`src/rtl/disp_test_sched.sv`:
```
// disp_test_sched: channel-select scanner and channel-0 write arbiter for the 8-channel display mux
//   Optional feature macro: DISP_WRITE_SNAP_EN (a grant during auto-scan snaps Test and the dwell back to 0)
//   Ports:
//     clk, rst (sync, active-low), tick (dwell time base)
//     auto_en, sw_sel, skip_mask        : scan control
//     cpu_req/data/le/point             : CPU write channel
//     dbg_req/data/le/point             : debug write channel
//     cpu_gnt, dbg_gnt                  : one-cycle write grants
//     Test                              : mux channel select
//     EN, Data0, LES0, point0           : channel-0 latch interface (EN = cpu_gnt | dbg_gnt)
//     scan_wrap                         : one-cycle pulse when the scan wraps to its lowest channel
module disp_test_sched #(
   parameter int DWELL   = 1000,
   parameter int DWELL_W = 10
) (
   input  logic        clk,
   input  logic        rst,
   input  logic        tick,
   input  logic        auto_en,
   input  logic [2:0]  sw_sel,
   input  logic [7:0]  skip_mask,
   input  logic        cpu_req,
   input  logic [31:0] cpu_data,
   input  logic [7:0]  cpu_le,
   input  logic [7:0]  cpu_point,
   input  logic        dbg_req,
   input  logic [31:0] dbg_data,
   input  logic [7:0]  dbg_le,
   input  logic [7:0]  dbg_point,
   output logic        cpu_gnt,
   output logic        dbg_gnt,
   output logic [2:0]  Test,
   output logic        EN,
   output logic [31:0] Data0,
   output logic [7:0]  LES0,
   output logic [7:0]  point0,
   output logic        scan_wrap
);
   typedef enum logic {MANUAL, SCAN} state_t;
   state_t state, state_n;
   logic [DWELL_W-1:0] cnt, cnt_n;
   logic [2:0] test_n, nxt;
   logic wrap_n, nxt_wrap, found;
   logic prio_dbg, pick_cpu, pick_dbg, snap;
   // prio_dbg=1 means the CPU was granted last, so the debug port wins a tie
   assign pick_cpu = cpu_req & (~dbg_req | ~prio_dbg);
   assign pick_dbg = dbg_req & (~cpu_req | prio_dbg);
   assign EN = cpu_gnt | dbg_gnt;
`ifdef DISP_WRITE_SNAP_EN
   assign snap = pick_cpu | pick_dbg;
`else
   assign snap = 1'b0;
`endif
   // first unmasked channel above Test; i=8 returns to Test itself when it is the only one left
   always_comb begin
      nxt = Test;
      nxt_wrap = 1'b0;
      found = 1'b0;
      for (int i = 1; i <= 8; i++) begin
         if (!found && !skip_mask[Test + 3'(i)]) begin
            nxt = Test + 3'(i);
            nxt_wrap = ({1'b0, Test} + 4'(i)) > 4'd7;
            found = 1'b1;
         end
      end
   end
   always_comb begin
      state_n = state;
      test_n = Test;
      cnt_n = cnt;
      wrap_n = 1'b0;
      if (state == MANUAL) begin
         cnt_n = '0;
         if (auto_en) state_n = SCAN;
         else test_n = sw_sel;
      end else if (!auto_en) begin
         state_n = MANUAL;
         cnt_n = '0;
      end else if (skip_mask == 8'hFF) begin
         test_n = 3'd0;
         cnt_n = '0;
      end else if (snap) begin
         test_n = 3'd0;
         cnt_n = '0;
      end else if (tick) begin
         // a masked current channel is left on the very next tick
         if (skip_mask[Test] || cnt == DWELL_W'(DWELL - 1)) begin
            test_n = nxt;
            cnt_n = '0;
            wrap_n = nxt_wrap;
         end else cnt_n = cnt + 1'b1;
      end
   end
   always_ff @(posedge clk) begin
      if (!rst) begin
         state <= MANUAL;
         cnt <= '0;
         Test <= 3'd0;
         scan_wrap <= 1'b0;
      end else begin
         state <= state_n;
         cnt <= cnt_n;
         Test <= test_n;
         scan_wrap <= wrap_n;
      end
   end
   always_ff @(posedge clk) begin
      if (!rst) begin
         cpu_gnt <= 1'b0;
         dbg_gnt <= 1'b0;
         prio_dbg <= 1'b0;
         Data0 <= 32'hAA5555AA;
         LES0 <= 8'hFF;
         point0 <= 8'h00;
      end else begin
         cpu_gnt <= pick_cpu;
         dbg_gnt <= pick_dbg;
         if (pick_cpu | pick_dbg) prio_dbg <= pick_cpu;
         if (pick_cpu) begin
            Data0 <= cpu_data;
            LES0 <= cpu_le;
            point0 <= cpu_point;
         end else if (pick_dbg) begin
            Data0 <= dbg_data;
            LES0 <= dbg_le;
            point0 <= dbg_point;
         end
      end
   end
endmodule
```
`config.mk`:
```
export PLATFORM = sky130hd
export DESIGN_NAME = disp_test_sched
export DESIGN_NICKNAME = d
export VERILOG_FILES = /design/src/rtl/disp_test_sched.sv
export SDC_FILE = /design/constraint.sdc
export NUM_CORES = 1
export LEC_CHECK = 0
export ABC_CLOCK_PERIOD_IN_PS = 8000
export BUFFER_PORTS_ARGS = -buffer_cell sky130_fd_sc_hd__buf_2
export CAP_MARGIN = 40
export CORE_ASPECT_RATIO = 1.75
export CORE_MARGIN = 5
export CORE_UTILIZATION = 53
export CTS_CLUSTER_SIZE = 40
export DETAILED_ROUTE_END_ITERATION = 6
export GPL_ROUTABILITY_DRIVEN = 0
export MAX_ROUTING_LAYER = met4
export PLACE_DENSITY = 0.86
export SLEW_MARGIN = 20
export SYNTH_ARGS = -nofsm -noshare
export SYNTH_HDL_FRONTEND = slang
export SYNTH_SLANG_ARGS = --single-unit
```
`constraint.sdc`:
```
create_clock -name clk -period 8 [get_ports clk]
set_input_delay 0.4 -clock clk [delete_from_list [all_inputs] [get_ports clk]]
set_output_delay 0.4 -clock clk [all_outputs]
set_load 0.05 [all_outputs]
```
==> metrics.md <==
| Metric | Value |
|---|---|
| Status | completed |
| Sequential share of the synthesized area | between 30% and 40% |
| Cts hold-fix bufs | 0 |
| Gr usage total | 26.54% |
| Slew headroom | between 40% and 50% |
| Worst R2R End | Test[0] |
| First-iteration detailed-routing DRC count | 286 |
| Post-synth top flop | dfxtp_1 |
| Pwr/cell area | around 230 mW/mm^2 |
| Core area | about 0.008 sq mm |
| CTS tree | built |
| Latest clock arrival within the worst-skew pair | roughly 330 ps |
| Post-route DRC | 0 |
| Worst-path clk slew | 50 ps |
| Hold Path Cell Cnt | 3 |
| VDD IR-drop max | 0.1715 mV |
| IO Port Bufs | approximately 170 |
| Synth Cell Area | between 0.004 and 0.005 sq mm |
| # IOs | roughly 170 |
| Rows | 43 |
| Synth Warn # | 0 |
| Hold path startpoint | dbg_data[25] |
| Longest Clk Path Bufs | 2 |
| Antenna violations before repair | 0 |
| Worst Reg-to-Reg Cells | 9 |
| Largest net degree at the start of global routing | 61 |
| FF+latch count, synth | 66 |
| Die Ht | between 100 and 150 um |
| Post-route ant nets | 0 |
| Fin nets | just under 800 |
| Final Hold Fails | 0 |
| Worst path arrival time | a little over 4000 ps |
| Setup CP Type | register to register |
| Syn_nets | between 600 and 700 |
| DPL Wire Length | between 9000 and 10000 um |
| HP Class | input port to register |
| # clock sinks | 66 |
| Yosys cell types | 60 |
| Post-place setup slack | 4276 ps |
| Number of global-route vias before repair | roughly 4500 |
| Vias post-DR | 4631 |
| Setup_tns | 0 ps |
| Avg Cell Area, Syn | roughly 8.6 sq um |
| Hold endpoint | Data0[25] |
| Pleak | 2.412 nW |
| First-pass GRT wire length | around 21000 um |
| Post-detailed-route wirelength per cell | around 18 um |
| Routed wire length | ~13000 um |
| Max Cap Viol | 0 |
| Final Util | slightly below 70% |
| Num CTS Buffers | 9 |
| Post-CTS Resized | 0 |
| Setup repair bufs after CTS | 0 |
| Starting density of the core | between 50% and 60% |
| Via/cell ratio | between 6 and 7 |
| Reg2Reg Setup Slack | about 4200 ps |
| Remaining Overflow, GRT | 0 |
| Design Power | about 1.3 mW |
| Post-synthesis instance total | 503 |
| Area Overhead vs Synth | 27.39% |
| CP Launch Type | register |
| Worst setup EP type | register |
| Layout cells sized above 1 | between 30% and 40% |
| Die width | about 80 um |
| Final min period | roughly 3800 ps |
| Clk_skew | between 3 and 4 ps |
| FFs w/ async S/R, synth | 0% |
| Clock root cell | clkbuf_16 |
| Reg2reg start | Test[0] |
| CP max FO | 18 |
| Worst-margin pin slew | approximately 820 ps |
| Fmax | 261.0 MHz |
| Hold Slack | 279.8 ps |
| Fin. max-slew vios | 0 |
| Final setup viols | 0 |
| H-tree Lvls | 3 |
| Die area | between 0.01 and 0.015 sq mm |
| Critical Path RT | between 8000 and 9000 ps |
| Final period util | 47.89% |
| Post-synth EDFFs | 0 |
| Unrepaired setup endpoints after global routing | no |
| Final WS setup | 4169 ps |
| First-pass DRT Iterations | 5 |
==> synth_stat cells, drive strengths merged (8+ instances only) <==
cell	n	area, sq um
a21oi	60	300.3
nand2b	29	181.4
clkbuf	33	123.9
mux4	13	315.3
xor2	8	70.07
ha	12	150.1
buf	9	71.31
dfxtp	66	1321
nand2	38	142.6
o221ai	25	219.0
mux2i	30	307.8
nor2	26	127.6
o21ai	78	390.4
==> worst max-delay path: stages, from the launching register on <==
cell	delay, ps
dfxtp_1	840
inv_2	260
ha_1	730
mux4_2	590
mux2i_2	430
nor2b_4	100
o2111ai_1	160
nor3b_1	280
o21ai_0	170
o211a_1	160
==> flip-flops by register name (all words and copies together), names as in the netlist, 3 cells and up <==
| register | cells |
|---|---|
| Test | 3 |
| point0 | 8 |
| LES0 | 8 |
| cnt | 10 |
| Data0 | 32 |
==> metrics by stage <==
stage / cell area [sq um] / std cells
after floorplan: 4312 / 503
after global placement: 5075 / 719
after detailed placement: 5145 / 722
after CTS: 5475 / 738
after global routing: 5490 / 739
final: 5493 / 740
==> metal layers <==
layer  track usage (%)  vias up  wire, um
met5                 -        -         0
met4             13.70        0       515
met3             3.964       53       926
met2             46.41      250      6991
met1             28.98     2168      4749
li1                  -     2160         -
==> power breakdown <==
part	total, mW	internal [mW]	switching (mW)	leakage (nW)
registers	0.378	0.354	0.0244	0.547
clock network	0.432	0.290	0.142	0.163
logic	0.457	0.171	0.286	1.70
total	1.27	0.815	0.452	2.41
==> worst max-delay path by stage <==
stage,from,endpoint
3_5_place_dp,Test[0],Test[2]
3_3_place_gp,Test[0],Test[2]
4_1_cts,Test[0],Test[2]
2_1_floorplan,Test[2],Test[2]
6_report,Test[0],Test[0]
5_1_grt,Test[0],Test[2]
==> cell type report <==
type                    instances  area (sq um)
clock inverters                 4         73.82
multi-input cells             387          2751
inverters                       8         43.79
flip-flops and latches         66          1321
well taps                      90         112.6
clock buffers                  12         256.5
fillers                       630          2470
repair buffers                172         930.9
diodes                          1         2.502
==> cells by family after synthesis <==
family                   Yosys count  synth area share, %
XOR/XNOR                          10                2.031
AND/OR/NAND/NOR                  125                15.61
buffers and inverters             50                5.542
AO/OA/AOI/OAI                    190                26.32
multiplexers                      50                16.37
adder cells (fa/ha/maj)           12                3.482
flip-flops                        66                30.64
==> cell usage in the layout, fill, tap and decap left out, types with 14 or more instances in the layout <==
cell type and n:
buf_2 166, dfxtp_1 66, o21ai_0 64, a21oi_1 60, nand2_1 38, nand2b_1 29
mux2i_1 28, o221ai_1 25, nor2_1 16, o21ai_1 14
No activity file was read; power rests on OpenSTA's default activity.
